--- src/rtl/lut_bank_pkg.sv ---
// Shared constants and helpers for the LUT bank controller.
// Segment encoding is active-low {g,f,e,d,c,b,a}.
package lut_bank_pkg;

    localparam logic [6:0] SEG_HEX [0:15] = '{
        7'b1000000, 7'b1111001, 7'b0100100, 7'b0110000,
        7'b0011001, 7'b0010010, 7'b0000010, 7'b1111000,
        7'b0000000, 7'b0010000, 7'b0001000, 7'b0000011,
        7'b1000110, 7'b0100001, 7'b0000110, 7'b0001110
    };

    function automatic int clog2(input int value);
        int result;
        result = 0;
        for (int v = value - 1; v > 0; v = v >> 1) begin
            result++;
        end
        return result;
    endfunction

endpackage

--- src/rtl/btn_debounce.sv ---
// Tick-sampled push-button debouncer emitting a single-cycle pulse on an accepted press.
// A press is only reported once the button has been seen released since reset.
module btn_debounce
    import lut_bank_pkg::*;
#(
    parameter int DB_CYCLES = 4
) (
    input  logic clk,
    input  logic rst,
    input  logic tick,
    input  logic btn_raw,
    output logic pulse
);

    localparam int CW = clog2(DB_CYCLES);

    logic          stable;
    logic          armed;
    logic [CW-1:0] run;

    always_ff @(posedge clk or posedge rst) begin
        if (rst) begin
            stable <= 1'b0;
            armed  <= 1'b0;
            run    <= '0;
            pulse  <= 1'b0;
        end else begin
            pulse <= 1'b0;
            if (tick) begin
                // A button held through reset stays unarmed until a released sample is seen.
                if (!btn_raw) begin
                    armed <= 1'b1;
                end
                if (btn_raw != stable) begin
                    if (run == CW'(DB_CYCLES - 1)) begin
                        stable <= btn_raw;
                        run    <= '0;
                        pulse  <= btn_raw & armed;
                    end else begin
                        run <= run + 1'b1;
                    end
                end else begin
                    run <= '0;
                end
            end
        end
    end

endmodule

--- src/rtl/lut_bank_ctrl.sv ---
// Board-level data-entry bank: stage a byte, commit it to the next slot, browse stored slots.
// Owns the debounce tick divider, bank storage, pointers and LED/7-seg outputs.
module lut_bank_ctrl
    import lut_bank_pkg::*;
#(
    parameter int DATA_W    = 8,
    parameter int DEPTH     = 4,
    parameter int SCAN_DIV  = 50000,
    parameter int DB_CYCLES = 4
) (
    input  logic              clk,
    input  logic              rst,
    input  logic              write_en,
    input  logic              save_data,
    input  logic              show_reg,
    input  logic [DATA_W-1:0] d_in,
    output logic [DATA_W-1:0] d_out,
    output logic              full,
    output logic              wr_err,
    output logic [6:0]        seg
);

    localparam int ADDR_W = clog2(DEPTH);
    localparam int TICK_W = clog2(SCAN_DIV);

    logic [TICK_W-1:0] tick_cnt;
    logic              tick;
    logic              save_p;
    logic              write_p;

    logic [DATA_W-1:0] mem [DEPTH];
    logic [ADDR_W-1:0] wr_ptr;
    logic [ADDR_W-1:0] rd_ptr;
    logic [ADDR_W-1:0] wr_next;
    logic [ADDR_W-1:0] rd_next;
    logic [ADDR_W:0]   count;
    logic [DATA_W-1:0] stage;
    logic              staged_valid;
    logic [3:0]        seg_idx;

    assign tick = (tick_cnt == TICK_W'(SCAN_DIV - 1));

    always_ff @(posedge clk or posedge rst) begin
        if (rst) begin
            tick_cnt <= '0;
        end else if (tick) begin
            tick_cnt <= '0;
        end else begin
            tick_cnt <= tick_cnt + 1'b1;
        end
    end

    btn_debounce #(.DB_CYCLES(DB_CYCLES)) u_db_save (
        .clk     (clk),
        .rst     (rst),
        .tick    (tick),
        .btn_raw (save_data),
        .pulse   (save_p)
    );

    btn_debounce #(.DB_CYCLES(DB_CYCLES)) u_db_write (
        .clk     (clk),
        .rst     (rst),
        .tick    (tick),
        .btn_raw (write_en),
        .pulse   (write_p)
    );

    // DEPTH need not be a power of two, so wrap explicitly.
    assign wr_next = (wr_ptr == ADDR_W'(DEPTH - 1)) ? '0 : wr_ptr + 1'b1;
    assign rd_next = (rd_ptr == ADDR_W'(DEPTH - 1)) ? '0 : rd_ptr + 1'b1;

    always_ff @(posedge clk or posedge rst) begin
        if (rst) begin
            for (int i = 0; i < DEPTH; i++) begin
                mem[i] <= '0;
            end
            wr_ptr       <= '0;
            rd_ptr       <= '0;
            count        <= '0;
            stage        <= '0;
            staged_valid <= 1'b0;
            d_out        <= '0;
            wr_err       <= 1'b0;
        end else begin
            wr_err <= 1'b0;
            d_out  <= show_reg ? mem[rd_ptr] : stage;
            if (!show_reg) begin
                if (write_p) begin
                    if (staged_valid) begin
                        mem[wr_ptr] <= stage;
                        wr_ptr      <= wr_next;
                        if (count != (ADDR_W + 1)'(DEPTH)) begin
                            count <= count + 1'b1;
                        end
                    end else begin
                        wr_err <= 1'b1;
                    end
                end
                // A simultaneous save re-stages after the write consumed the old value.
                if (save_p) begin
                    stage        <= d_in;
                    staged_valid <= 1'b1;
                end else if (write_p) begin
                    staged_valid <= 1'b0;
                end
            end else if (save_p) begin
                rd_ptr <= rd_next;
            end
        end
    end

    assign full    = (count == (ADDR_W + 1)'(DEPTH));
    assign seg_idx = show_reg ? 4'(rd_ptr) : 4'(wr_ptr);
    assign seg     = rst ? 7'b0000000 : SEG_HEX[seg_idx];

endmodule

--- config.mk ---
export PLATFORM = sky130hd
export DESIGN_NAME = lut_bank_ctrl
export DESIGN_NICKNAME = d
export VERILOG_FILES = /design/src/rtl/lut_bank_pkg.sv /design/src/rtl/btn_debounce.sv /design/src/rtl/lut_bank_ctrl.sv
export SDC_FILE = /design/constraint.sdc
export NUM_CORES = 1
export LEC_CHECK = 0
export BUFFER_PORTS_ARGS = -buffer_cell sky130_fd_sc_hd__buf_2
export CAP_MARGIN = 20
export CORE_AREA = 2 2 94 96
export CTS_CLUSTER_DIAMETER = 50
export CTS_CLUSTER_SIZE = 24
export DETAILED_ROUTE_END_ITERATION = 10
export DIE_AREA = 0 0 96 98
export PLACE_DENSITY_LB_ADDON = 0.15
export SYNTH_ARGS = -nofsm -noshare
export SYNTH_HDL_FRONTEND = slang
export SYNTH_SLANG_ARGS = --single-unit
--- constraint.sdc ---
create_clock -name clk -period 2.9 [get_ports clk]
set_clock_uncertainty 0.05 [all_clocks]
set_input_delay 0.29 -clock clk [delete_from_list [all_inputs] [get_ports clk]]
set_output_delay 0.29 -clock clk [all_outputs]
set_load 0.02 [all_outputs]
### Yosys cells after proc, flatten, opt, wreduce, memory -nomap -nowiden

Memory sizes are Yosys's and may differ from the RTL's.
Index checks and enable logic that the tools add are counted.

* $lt $le $gt $ge: 4
* eq/ne operators: 9
* bitwise logic cells: 8
* mux-type cells: 29
* add/sub/neg operators: 6
* reduce and logical (&&, ||, !) cells: 11

Operators with widths (count)
* 32-bit bitwise mux: 1
* 8-bit 2-to-1 mux: 4
* 7-bit 2-to-1 mux: 3
* 16-bit by 1-bit adder with 16-bit output (second input constant): 1
* 8-bit binary-select mux with 2-bit select: 1
* 8-bit demux with 2-bit select: 1
* 16-bit equality test (second input constant): 1
* 16-bit 2-to-1 mux: 1
* 2-bit 2-to-1 mux: 7
* 1-bit 2-to-1 mux: 11
* 2-bit AND reduction: 5
* 3-bit AND reduction: 3
* 2-bit by 1-bit adder with 2-bit output (second input constant): 4
* 2-bit equality test (second input constant): 4
* 3-bit >= comparator (second input constant): 2
* 2-bit NOT with 3-bit output: 2
* 5-bit >= comparator (second input constant): 1
* 2-bit NOT with 5-bit output: 1
* 4-bit AND reduction: 1
* 3-bit by 1-bit adder with 3-bit output (second input constant): 1
* 3-bit equality test (second input constant): 1
* 3-bit by 1-bit less-than comparator with 1-bit output (second input constant): 1
* 3-bit inequality test (second input constant): 1
* 1-bit NOT: 3
* other kinds (4): 6

* memories: 1
* bits of input ports: 13
* bits in read-only memories: 112
* flip-flop bits (word level): 83
* word-level logic and storage cells: 88

Memory list
* (name not given): words 16, bits a word 7, rd ports 1, clocked after Yosys merged registers in 0, write ports 0, RTL line lut_bank_ctrl.sv:115 `assign seg = rst ? 7'b0000000 : SEG_HEX[seg_idx];`

### Depth between registers and ports, before layout

* depth in word-level cells: 6
* gate-level depth with buffers: 5

### Hierarchy

From an unflattened synthesis, not the netlist that was laid out.

* cell total of the unflattened synthesis: 280
* area, all modules: 3698.5 um^2

Modules (own cells, without submodules)
* lut_bank_ctrl: cells each 240, area each 3260.6 um^2, times used 1, sequential area each 1826.8 um^2
* btn_debounce: cells each 20, area each 219.0 um^2, times used 2, sequential area each 125.1 um^2

### Least setup slack after synthesis

OpenSTA, ideal clock, no wires.

* path kind: in2out
* start: input port rst
* end: output port seg[5]
* arrival time: 2.358 ns
* required time: 2.560 ns
* path buffers: 0
* path slack: 0.202 ns
* stages: 2
* path through: inv_1 > a21o_1

* word-level cells in the longest chain between the ends: 1

Ends and longest elaborated chain
* start: declaration: RTL line lut_bank_ctrl.sv:12 `input logic rst,`
* 7-bit 2-to-1 mux: RTL line lut_bank_ctrl.sv:115
* end: declaration: RTL line lut_bank_ctrl.sv:20 `output logic [6:0] seg`

Every way passes these cells.

### Worst setup path after layout

* start: register rd_ptr[0]
* end: output port seg[0]

* word-level cells in the longest chain between the ends: 6

Ends and longest elaborated chain
* start: declaration: RTL line lut_bank_ctrl.sv:33 `logic [ADDR_W-1:0] rd_ptr;`
* start signal: assignment: RTL line lut_bank_ctrl.sv:108 `rd_ptr <= rd_next;`
* 2-bit 2-to-1 mux: RTL line lut_bank_ctrl.sv:114 `assign seg_idx = show_reg ? 4'(rd_ptr) : 4'(wr_ptr);`
* 2-bit NOT with 5-bit output (not written as such): RTL line lut_bank_ctrl.sv:115
* memory read 16 x 7 bit
* 7-bit 2-to-1 mux (not written as such) (2 in series): RTL line lut_bank_ctrl.sv:115
* 7-bit 2-to-1 mux: RTL line lut_bank_ctrl.sv:115

Every way passes these cells. The select of a mux whose other input is x is not followed.

==> results.json <==
{
  "gp_congestion": 0.713,
  "viasPerCell": 5.07,
  "row_count": 34,
  "multiInputGateArea_um2": 1540,
  "hpwlAfterDp_um": 4230,
  "max_freq_mhz": 466,
  "dieArea_um2": 9410,
  "power_frac_comb_pct": 3.0,
  "worst_skew_pair.late_latency_ps": 350,
  "swShare_pct": 23.2,
  "die_h_um": 98,
  "p_leak_nw": 2.14,
  "p_seq_share_pct": 56.4,
  "final.setup.tns_ps": 0,
  "crit_chain": "mux2i_1 > nor3_1 > buf_2",
  "avgSynthCellArea_um2": 13.3,
  "grt_pass1_wl_um": 10900,
  "drive_gt1_share_pct": 24.2,
  "grt_max_degree": 63,
  "cellPowerDensity_nw_per_um2": 490,
  "utilization_pct": 49.5,
  "synth_seq_cells": 83,
  "required_ps": 2560,
  "min_period_ps": 2140,
  "netlist_area_um2": 3710,
  "io_pins": 30,
  "critPathMaxStageDelay_ps": 810,
  "grt.total_usage_pct": 15.4,
  "grt_setup_unrepaired": "no",
  "fin_worst_hold_slack_ps": 112,
  "arrival_ps": 1800,
  "drt_pass1_iterations": 4,
  "cts_sinks": 83,
  "irDropWorstVdd_v": 0.000365,
  "grt_pass1_vias": 2160,
  "ys_seq_area_share_pct": 56.0,
  "min_path_type": "in2reg",
  "max-slew-margin-rel_pct": 52.3,
  "initial_core_util_pct": 43.8,
  "worstMarginPinSlew_ps": 715,
  "synth_fp_nets": 301,
  "core_region_area_um2": 8470,
  "diodes": 0,
  "switchingPower_w": 0.000476,
  "wl_um": 6360,
  "seq_area_um2": 2080,
  "cts-buffers-inserted": 9,
  "critPathKind": "reg2out",
  "slew_viol_final": 0,
  "yosysWarnings": 0,
  "synth_area_leader_cell": "dfrtp_1",
  "worstPathMaxFanout": 13,
  "cp.buffers_inverters": 1,
  "crit_path_top_delay_cell": "dfrtp_1",
  "area_growth_pct": 13.1,
  "maxCapViolations": 0,
  "start_kind": "flip-flop",
  "cpLargestDelayFamily": "flip-flops",
  "htreeDepth": 3,
  "vias": 2158,
  "clockRootBuffer": "clkbuf_8",
  "drc": 0,
  "synth_top_cell_area_share_pct": 56.0,
  "hold_viol": 0,
  "final_nets": 336,
  "end_kind": "output pin",
  "status": "finished, final reports clean",
  "cts_tree": "built",
  "setup-violations-final": 0,
  "nFillCells": 758,
  "power.internal_w": 0.00158,
  "dr.first_iter.drc_count": 80,
  "clk_pin_slew_ps": 90,
  "ys_types": 33,
  "ys_top_cells_by_area": "dfrtp_1, mux2_1, mux2_2",
  "avgRoutedWirePerCell_um": 14.9,
  "die_x_um": 96,
  "clkPwrFrac_pct": 40.6,
  "period_share_pct": 73.9,
  "overflow": 0,
  "io_buffers": 28,
  "grt_antenna_before_repair": 0,
  "cts_max_path_buffers": 2,
  "syn_inst": 278,
  "ant_nets": 0
}
## cells in the mapped netlist
cell type	count
or4b_1	1
nand2b_1	1
xor2_1	5
buf_1	1
or2_2	1
nand4_1	6
mux2_1	39
nor2b_1	4
buf_4	2
ha_1	10
nor3_1	8
nand4bb_1	2
clkbuf_1	5
or3_1	2
buf_2	1
a21oi_1	2
inv_1	13
conb_1	1
nand3_1	5
mux2_2	17
nor2_2	1
nand2_1	16
dfrtp_1	83
nor4_4	1
xnor2_1	11
mux2i_1	1
nor2_1	13
a21o_1	5
nor4_1	5
a32oi_1	1
o21ai_0	5
mux4_2	8
nand3b_1	2
## metrics by stage
stage / worst slack [ps] / area [µm²] / power [W] / cells
global route: 592 / 4190 / 0.00215 / 426
floorplan: 202 / 3710 / 0.00122 / 278
finish: 756 / 4190 / 0.00205 / 426
global placement: 891 / 3980 / 0.00124 / 409
CTS: 685 / 4190 / 0.00209 / 426
detailed placement: 859 / 3980 / 0.00125 / 409
## power by group through the flow
stage | clock network (W) | registers (W) | logic [W]
floorplan | 0 | 0.00118 | 0.0000393
global placement | 0 | 0.00118 | 0.0000625
detailed placement | 0 | 0.00118 | 0.0000634
CTS | 0.000868 | 0.00116 | 0.0000646
global route | 0.000914 | 0.00116 | 0.0000714
finish | 0.000835 | 0.00116 | 0.0000613
## routing by layer
metal	up-vias	GRT usage [%]	share of wire, %
li1	1046	-	-
met4	0	4.29	0.80
met5	-	0	0
met2	30	24.6	49
met1	1078	19.8	46
met3	4	5.25	3.8
## timing repair
| item | in CTS | in global routing |
|---|---|---|
| buffers inserted | 0 | 0 |
| hold buffers | 1 | 0 |
| resized for setup | 0 | 0 |
| hold endpoints to repair | 21 | 0 |
## cell families (layout without fill, tap and decap cells)
logic type	count (synthesis)	in the layout	synth area share, %
DFF	83	83	56.0
and+or+nand+nor	68	68	9.92
muxes	65	65	22.1
buffers and inverters	22	62	2.46
xor gates and xnor gates	16	16	3.78
AOI/OAI and AO/OA	13	13	2.19
adders and majority gates	10	10	3.37
other	1	1	0.101
## final timing paths
path / from / endpoint / slack, ps / cells after the start
worst max-delay path: rd_ptr[0]$_DFFE_PP0P_ / seg[0] / 760 / 3
max in group asynchronous: rst / stage[3]$_DFFE_PP0P_ / 1690 / 4
worst min register to register: staged_valid$_DFFE_PP0P_ / wr_err$_DFF_PP0_ / 410 / 1
worst min-delay path: d_in[1] / stage[1]$_DFFE_PP0P_ / 110 / 2
worst max register to register: tick_cnt[0]$_DFF_PP0_ / u_db_save.stable$_DFFE_PP0P_ / 840 / 6
min in group asynchronous: rst / count[2]$_DFFE_PP0P_ / 450 / 3
## flip-flops by register name (all words and copies together), names as in the netlist
| register | flops |
|---|---|
| stage | 8 |
| u_db_save.run | 2 |
| u_db_save.pulse | 1 |
| staged_valid | 1 |
| wr_err | 1 |
| mem | 32 |
| d_out | 8 |
| u_db_write.pulse | 1 |
| u_db_write.run | 2 |
| tick_cnt | 16 |
| u_db_save.stable | 1 |
| u_db_write.stable | 1 |
| count | 3 |
| u_db_write.armed | 1 |
| u_db_save.armed | 1 |
| rd_ptr | 2 |
| wr_ptr | 2 |
## layout by cell type (no fill, tap or decap), drive strengths merged, types with 4 or more instances in the layout
master and count:
nor4 6, a21o 5, mux4 8, nand4 6
ha 10, mux2 56, nor2b 4, nand2 16
clkbuf 9, clkinv 4, nor2 14, xnor2 11
inv 13, xor2 5, nand3 5, buf 32
dfrtp 83, nor3 8, o21ai 5
## area by class of cell
type	instances	area share, %
tap	108	3.22
sequential	83	49.5
clock buffer	9	2.95
timing repair buffer	33	4.59
inverter	13	1.19
clock inverter	7	1.82
multi-input combinational	173	36.7
No activity file was read; power rests on OpenSTA's default activity.
